<file path="src/rtl/pipe_pkg.sv">
// Shared RV32I pipeline decode helpers: opcodes, field extraction and the
// load-interlock state encoding.
package pipe_pkg;

    localparam int unsigned INSN_W = 32;
    localparam int unsigned REG_W  = 5;
    localparam int unsigned OPC_W  = 7;

    localparam logic [OPC_W-1:0] OP_LOAD   = 7'b0000011;
    localparam logic [OPC_W-1:0] OP_STORE  = 7'b0100011;
    localparam logic [OPC_W-1:0] OP_BRANCH = 7'b1100011;
    localparam logic [OPC_W-1:0] OP_OP     = 7'b0110011;
    localparam logic [OPC_W-1:0] OP_LUI    = 7'b0110111;
    localparam logic [OPC_W-1:0] OP_AUIPC  = 7'b0010111;
    localparam logic [OPC_W-1:0] OP_JAL    = 7'b1101111;

    localparam logic [INSN_W-1:0] NOP_INSN = 32'h0000_0013;

    typedef enum logic [1:0] {
        IDLE,
        COUNT,
        MEMWAIT
    } ilk_state_t;

    function automatic logic [REG_W-1:0] rd(input logic [INSN_W-1:0] ir);
        return ir[11:7];
    endfunction

    function automatic logic [REG_W-1:0] rs1(input logic [INSN_W-1:0] ir);
        return ir[19:15];
    endfunction

    function automatic logic [REG_W-1:0] rs2(input logic [INSN_W-1:0] ir);
        return ir[24:20];
    endfunction

    function automatic logic is_load(input logic [INSN_W-1:0] ir);
        return ir[6:0] == OP_LOAD;
    endfunction

    function automatic logic is_nop(input logic [INSN_W-1:0] ir);
        return (ir == '0) || (ir == NOP_INSN);
    endfunction

    function automatic logic uses_rs1(input logic [INSN_W-1:0] ir);
        return !((ir[6:0] == OP_LUI) || (ir[6:0] == OP_AUIPC) || (ir[6:0] == OP_JAL));
    endfunction

    function automatic logic uses_rs2(input logic [INSN_W-1:0] ir);
        return (ir[6:0] == OP_OP) || (ir[6:0] == OP_STORE) || (ir[6:0] == OP_BRANCH);
    endfunction

endpackage

</file>
<file path="src/rtl/hazard_detect.sv">
// Combinational load-use hazard detection between ID/EX (producer load) and
// IF/ID (consumer).
module hazard_detect
    import pipe_pkg::*;
(
    input  logic [INSN_W-1:0] id_ex_ir,
    input  logic              id_ex_valid,
    input  logic [INSN_W-1:0] if_id_ir,
    input  logic              if_id_valid,
    output logic              hit_c,
    output logic [REG_W-1:0]  load_rd_c
);

    logic src_match;

    always_comb begin
        load_rd_c = rd(id_ex_ir);
        src_match = (uses_rs1(if_id_ir) && (rs1(if_id_ir) == load_rd_c)) ||
                    (uses_rs2(if_id_ir) && (rs2(if_id_ir) == load_rd_c));
        hit_c     = id_ex_valid && if_id_valid && is_load(id_ex_ir) &&
                    (load_rd_c != '0) && !is_nop(id_ex_ir) && !is_nop(if_id_ir) &&
                    src_match;
    end

endmodule

</file>
<file path="src/rtl/load_interlock_ctrl.sv">
// Load-use interlock: holds the front end for LOAD_LAT cycles per hazard,
// optionally extended until mem_ready, with a saturating stall counter.
module load_interlock_ctrl
    import pipe_pkg::*;
#(
    parameter int unsigned LOAD_LAT      = 1,
    parameter int unsigned USE_MEM_READY = 0,
    parameter int unsigned CNT_W         = 16
) (
    input  logic              clk,
    input  logic              rst_n,
    input  logic [INSN_W-1:0] if_id_ir,
    input  logic              if_id_valid,
    input  logic [INSN_W-1:0] id_ex_ir,
    input  logic              id_ex_valid,
    input  logic              flush,
    input  logic              mem_ready,
    output logic              stall,
    output logic              bubble,
    output logic [REG_W-1:0]  hazard_rd,
    output logic [CNT_W-1:0]  stall_cycles
);

    localparam int unsigned LAT_W = 3;

    ilk_state_t       state_q, state_d;
    logic [LAT_W-1:0] cnt_q, cnt_d;
    logic [REG_W-1:0] pending_rd_q, pending_rd_d;
    logic [CNT_W-1:0] stall_cycles_q, stall_cycles_d;

    logic             hit_c;
    logic [REG_W-1:0] load_rd_c;
    logic             mem_wait_c;

    hazard_detect u_hazard_detect (
        .id_ex_ir    (id_ex_ir),
        .id_ex_valid (id_ex_valid),
        .if_id_ir    (if_id_ir),
        .if_id_valid (if_id_valid),
        .hit_c       (hit_c),
        .load_rd_c   (load_rd_c)
    );

    assign mem_wait_c = (USE_MEM_READY != 0) && !mem_ready;

    // Next-state and stall outputs; stall must react in the same cycle as hit.
    always_comb begin
        state_d      = state_q;
        cnt_d        = cnt_q;
        pending_rd_d = pending_rd_q;
        stall        = 1'b0;
        hazard_rd    = '0;

        unique case (state_q)
            IDLE: begin
                stall     = hit_c;
                hazard_rd = hit_c ? load_rd_c : '0;
                if (hit_c) begin
                    pending_rd_d = load_rd_c;
                    if (LOAD_LAT > 1) begin
                        cnt_d   = LAT_W'(LOAD_LAT - 1);
                        state_d = COUNT;
                    end else if (mem_wait_c) begin
                        state_d = MEMWAIT;
                    end
                end
            end
            COUNT: begin
                stall     = 1'b1;
                hazard_rd = pending_rd_q;
                cnt_d     = cnt_q - LAT_W'(1);
                if (cnt_q == LAT_W'(1)) begin
                    state_d = mem_wait_c ? MEMWAIT : IDLE;
                end
            end
            MEMWAIT: begin
                stall     = !mem_ready;
                hazard_rd = pending_rd_q;
                if (mem_ready) begin
                    state_d = IDLE;
                end
            end
            default: begin
                state_d = IDLE;
            end
        endcase

        // Redirect kills the dependent pair, so any wait in progress is void.
        if (flush) begin
            stall        = 1'b0;
            state_d      = IDLE;
            cnt_d        = '0;
            pending_rd_d = '0;
        end

        bubble = stall;

        stall_cycles_d = stall_cycles_q;
        if (stall && (stall_cycles_q != {CNT_W{1'b1}})) begin
            stall_cycles_d = stall_cycles_q + CNT_W'(1);
        end
    end

    always_ff @(posedge clk or negedge rst_n) begin
        if (!rst_n) begin
            state_q        <= IDLE;
            cnt_q          <= '0;
            pending_rd_q   <= '0;
            stall_cycles_q <= '0;
        end else begin
            state_q        <= state_d;
            cnt_q          <= cnt_d;
            pending_rd_q   <= pending_rd_d;
            stall_cycles_q <= stall_cycles_d;
        end
    end

    assign stall_cycles = stall_cycles_q;

endmodule

</file>
<file path="config.mk">
export PLATFORM = sky130hd
export DESIGN_NAME = load_interlock_ctrl
export DESIGN_NICKNAME = d
export VERILOG_FILES = /design/src/rtl/pipe_pkg.sv /design/src/rtl/hazard_detect.sv /design/src/rtl/load_interlock_ctrl.sv
export SDC_FILE = /design/constraint.sdc
export NUM_CORES = 1
export LEC_CHECK = 0
export CAP_MARGIN = 20
export CORE_ASPECT_RATIO = 0.9
export CORE_MARGIN = 2
export CORE_UTILIZATION = 33
export DETAILED_ROUTE_END_ITERATION = 8
export GPL_TIMING_DRIVEN = 0
export PLACE_DENSITY = 0.78
export SYNTH_ARGS = -nofsm -noshare
export SYNTH_HDL_FRONTEND = slang
export SYNTH_SLANG_ARGS = --single-unit
</file>
<file path="constraint.sdc">
create_clock -name clk -period 2.7 [get_ports clk]
set_input_delay 0.27 -clock clk [delete_from_list [all_inputs] [get_ports clk]]
set_output_delay 0.27 -clock clk [all_outputs]
set_load 0.02 [all_outputs]
</file>
======== Word-level counts from Yosys, hierarchy flattened ========
Index checks and enable logic that the tools add are counted.
storage, ports and cells
  register bits ........................... 26
  bits in latches ......................... 0
  memory bits (writable) .................. 0
  ROM bits ................................ 0
  input bits .............................. 70
  output and inout bits ................... 23
  word-level logic and storage cells ...... 67
  memories kept ........................... 0
operators by class
  add/subtract/negate cells ............... 2
  $mul .................................... 0
  div/mod/pow operators ................... 0
  $lt $le $gt $ge ......................... 0
  eq/ne operators ......................... 18
  shift operators ......................... 0
  mux-type cells .......................... 13
  bitwise logic cells ..................... 0
  reductions and logical operators ........ 30
operators by type and width
  cell                     count
  $eq A32 B5 Y1 const B    2
  $logic_not A32 Y1        2
  $eq A7 B6 Y1 const B     3
  $mux W5                  4
  $add A16 B1 Y16 const B  1
  $ne A16 B16 Y1 const B   1
  $eq A7 B7 Y1 const B     2
  $eq A5 B5 Y1             2
  $pmux W5 S2              1
  $logic_and A1 B1 Y1      9
  $eq A7 B2 Y1 const B     1
  $eq A7 B5 Y1 const B     1
  $logic_or A1 B1 Y1       7
  $mux W2                  3
  $mux W3                  2
  $ne A3 B3 Y1 const B     2
  $pmux W2 S3              1
  $reduce_bool A2 Y1       3
  $reduce_bool A5 Y1       1
  $logic_not A1 Y1         4
  $eq A3 B1 Y1 const B     1
  $pmux W1 S3              1
  $reduce_and A3 Y1        1
  $sub A3 B1 Y3 const B    1
  other kinds (7)          7

======== Longest topological paths before layout ========
  depth after elaboration ................. 10
  depth in mapped cells ................... 8
  depth with buffers taken out ............ 7

======== Hierarchy ========
Synthesis repeated with hierarchy kept, for this count alone.
second synthesis, totals
  cell total of the unflattened synthesis .. 125
  area total of the unflattened synthesis .. 1224.9 sq um
by module, submodules not included
  module               times used  cells an instance  area an instance (sq um)  sequential area each (sq um)
  load_interlock_ctrl  1           80                 917.1                     400.4
  hazard_detect        1           45                 307.8                     0.0

======== Worst setup path before layout ========
Ideal clock, no wire load.
  path kind ............................... input -> output
  start point ............................. input id_ex_ir[3]
  end point ............................... output stall
  arrival ................................. 2079 ps
  required time ........................... 2430 ps
  setup slack ............................. 351 ps
  stages .................................. 8
  buffers on the path ..................... 2
  path through ............................ or4b_1 -> nor3_2 -> o21ai_2 -> nor3_4 -> nand2_4 -> buf_6 -> nor2_1 -> buf_4
between the ends
  longest elaborated chain between the ends .. 8
  elaborated cells on any way between the ends .. 12
  those cells by class .................... 2 x eq/ne; 2 x mux; 8 x reduce/logical
RTL lines
  item                                                       line                                      text
  start, declared                                            load_interlock_ctrl.sv:14                 input logic [INSN_W-1:0] id_ex_ir,
  $eq A32 B5 Y1, or another cell as far along                pipe_pkg.sv:42                            return (ir == '0) || (ir == NOP_INSN);
  $logic_or A1 B1 Y1 or $logic_and A1 B1 Y1 (tied branches)  pipe_pkg.sv:42, hazard_detect.sv:20
  $logic_not A1 Y1 or $logic_and A1 B1 Y1 (tied branches)    hazard_detect.sv:21, hazard_detect.sv:20
  $logic_and A1 B1 Y1 (*) (3 in a row)                       hazard_detect.sv:21                       (load_rd_c != '0) && !is_nop(id_ex_ir) && !is_nop(if_id_ir) &&
  $pmux W1 S3 (*)                                            load_interlock_ctrl.sv:54                 unique case (state_q)
  $mux W1 (*)                                                load_interlock_ctrl.sv:89                 if (flush) begin
  end, declared                                              load_interlock_ctrl.sv:18                 output logic stall,
Every way passes the cells marked *; elsewhere a longest branch is shown, timed or not.

======== Worst setup path in the final report ========
  start point ............................. input id_ex_ir[8]
  end point ............................... output stall
between the ends
  longest elaborated chain between the ends .. 8
  elaborated cells on any way between the ends .. 16
  those cells by class .................... 3 x eq/ne; 2 x mux; 11 x reduce/logical
RTL lines
  item                                                line
  $eq A32 B5 Y1 or $logic_not A32 Y1 (tied branches)  pipe_pkg.sv:42
  $logic_or A1 B1 Y1                                  pipe_pkg.sv:42
  $logic_not A1 Y1                                    hazard_detect.sv:21
  $logic_and A1 B1 Y1 (2 in a row)                    hazard_detect.sv:21
  $logic_and A1 B1 Y1 (*)                             hazard_detect.sv:21
  $pmux W1 S3 (*)                                     load_interlock_ctrl.sv:54
  $mux W1 (*)                                         load_interlock_ctrl.sv:89
Marked as above.

==> results.sh <==
export IMPL_status="finished clean"
export IMPL_clk_latency_ps=260
export IMPL_crit_type="primary input to output pin"
export IMPL_drc_errors=0
export IMPL_cts_hold_buffers_added=0
export IMPL_grt_max_degree=17
export IMPL_diodes=0
export IMPL_setup_tns_ps=0
export IMPL_wire_per_inst_um=14.9
export IMPL_placed_cells=238
export IMPL_antenna_found_initial=0
export IMPL_grt_overflow=0
export IMPL_syn_inst=124
export IMPL_largest_register_ffs=16
export IMPL_drv_cap=0
export IMPL_synth_top_cell_area_share_pct=33.3
export IMPL_p_sw_mw=0.124
export IMPL_cp_endpoint="stall"
export IMPL_path_clk_slew_ps=60
export IMPL_drt_first_pass_iters=4
export IMPL_ys_warn_count=0
export IMPL_die_h_um=61.2
export IMPL_grt_pass1_wl_um=5870
export IMPL_synth_area_top_cells="dfrtp_1 33%, xor2_1 12%, and3_1 5.7%, nor4_4 5.3%, nor4_1 4.7%"
export IMPL_p_int_mw=0.442
export IMPL_io_buffers=70
export IMPL_setup_viol=0
export IMPL_die_area_mm2=0.00414
export IMPL_cts_buffers=3
export IMPL_start_util_pct=35.0
export IMPL_rr_worst_depth=7
export IMPL_fin_nets=273
export IMPL_totalWireLength_um=3650
export IMPL_rr_endpoint="stall_cycles[1]"
export IMPL_cts_buffer_depth=2
export IMPL_ys_ff_latch=16
export IMPL_cp_end_kind="output pin"
export IMPL_drv_slew=0
export IMPL_num_io_pins=93
export IMPL_finalHoldViolCount=0
export IMPL_syn_area_per_cell_um2=9.69
export IMPL_ys_seq_area_share_pct=33.3
export IMPL_fin_crit_sh_pct=97.4
export IMPL_fmax_mhz=380
export IMPL_crit_path_start_kind="primary input"
export IMPL_combPwrFrac_pct=19.6
export IMPL_via_per_inst=5.09
export IMPL_dpl_hpwl_um=2980
export IMPL_vias=1247
export IMPL_critPathLaunch="id_ex_ir[8]"
export IMPL_worst_ep_required_time_ps=2430
export IMPL_pwr_share_seq_pct=42.4
export IMPL_fin_worst_skew_ps=4.65
export IMPL_gp_congestion=0.795
export IMPL_crit_arrival_ps=2360
export IMPL_worstReg2RegStart="stall_cycles[6]"
export IMPL_clock_sinks=16
export IMPL_layoutNonFillerInstCount=245
export IMPL_syn_to_final_growth_pct=69.3
export IMPL_syn_area_mm2=0.00120
export IMPL_cts_tree="yes"
export IMPL_ys_flop_type="dfrtp_1"
export IMPL_antenna_left=0
export IMPL_rows=20
export IMPL_yosysTopAreaCell="dfrtp_1"
export IMPL_min_period_ps=2630
export IMPL_drive_gt1_share_pct=13.4
export IMPL_relSlewSlack_pct=51.5
export IMPL_synth_edf_count=0
export IMPL_coreArea_mm2=0.00343
export IMPL_first_global_vias=1272
export IMPL_finalPower_mw=0.566
export IMPL_rrSetupSlack_ps=380
export IMPL_p_clk_share_pct=38.0
export IMPL_htreeDepth=1
export IMPL_final_cell_mix="62 x clkdlybuf4s50_1, 17 x xor2_1, 16 x dfrtp_1, 11 x and3_1, 10 x nand2_1"
export IMPL_power_density_mw_per_mm2=278
export IMPL_die_w_um=67.6
export IMPL_max_vdd_ir_drop_mv=0.230
export IMPL_synth_cell_types=35
export IMPL_syn_num_nets=195
export IMPL_first_iter_violations=76
export IMPL_async_reset_ff_share_pct=100
export IMPL_grtUsageTotal_pct=19.0
export IMPL_hold_path_class="primary input to asynchronous set/reset pin"
export IMPL_cts_root_buffer="clkbuf_8"
export IMPL_final_common_cell="clkdlybuf4s50_1"
export IMPL_critPathMaxFanout=10
export IMPL_worst_pin_slew_ps=726
export IMPL_power_switching_share_pct=21.9
export IMPL_power_leakage_nw=0.878
-- per-stage QoR --
stage | hold WS, ps | util [%] | setup WS (ps) | cell area, um2
2_1_floorplan | -25.6 | - | 351 | 1200
3_3_place_gp | 475 | 57.1 | -469 | 1960
3_5_place_dp | 488 | 57.1 | -525 | 1960
4_1_cts | 477 | 58.7 | 4.02 | 2010
5_1_grt | 497 | 59.3 | -5.21 | 2030
6_report | 445 | 59.3 | 71.5 | 2030
-- how the worst min path moves through the flow --
stage,slack (ps),end,depth (start not counted)
final,450,stall_cycles[4],1
after global routing,500,stall_cycles[0],1
after CTS,480,stall_cycles[9],1
after detailed placement,490,stall_cycles[8],1
after global placement,480,stall_cycles[10],1
after floorplan,-30,stall_cycles[0],0
-- power by group through the flow --
stage | logic, mW | clock network [mW] | registers [mW]
2_1_floorplan | 0.0236 | 0 | 0.244
3_3_place_gp | 0.108 | 0 | 0.244
3_5_place_dp | 0.111 | 0 | 0.244
4_1_cts | 0.111 | 0.217 | 0.240
5_1_grt | 0.119 | 0.231 | 0.240
6_report | 0.111 | 0.215 | 0.240
-- critical path, cell delays in order --
cell and delay (ps):
clkdlybuf4s50_1 580, xnor2_1 140, nand4_1 100, or4_1 460
nand2_2 170, nand2_4 80, buf_6 160, nor2_1 130
buf_4 130, buf_4 120
-- synthesized netlist by cell type (all sizes together), types with 2 or more instances --
library cell and instances:
nand4 4, or4 2, and3 11, nand3 7, dfrtp 16, and2b 2, buf 3, mux2 3
xor2 17, nor3 9, nor4 13, nand2 12, nor2 5, xnor2 6, nor3b 2
-- logic make-up (layout without fill, tap and decap cells) --
group	count (synthesis)	after routing	synth area share (%)
muxes	3	3	2.81
and+or+nand+nor	74	74	42.0
DFF	16	16	33.3
xor gates and xnor gates	23	23	16.8
buffers and inverters	4	81	2.19
adders and majority gates	1	1	1.04
AOI/OAI and AO/OA	3	3	1.87
-- cell type report --
| cell class | count | area, um2 |
|---|---|---|
| plain buffers | 3 | 22.5 |
| clock buffers | 4 | 55.1 |
| fillers | 271 | 1400 |
| inverters | 1 | 3.75 |
| multi-input cells | 104 | 785 |
| flip-flops and latches | 16 | 400 |
| well taps | 44 | 55.1 |
| repair buffers | 73 | 712 |
-- layer usage --
metal  share of wire (%)  wire length, um  track usage [%]  vias to the layer above
met1                  42             1520             23.2                      605
met3                 3.6              133             3.66                        6
li1                    -                -                -                      609
met2                  53             1930             34.2                       27
met5                   0                0                0                        -
met4                 1.6               59             5.54                        0
-- timing repair --
item / CTS / global route
resized for setup: 11 / 6
hold endpoints to repair: 0 / 0
buffers inserted: 1 / 2
pin swaps: 1 / 0
endpoints found under the setup margin: 7 / 7
No activity file was read; power rests on OpenSTA's default activity.
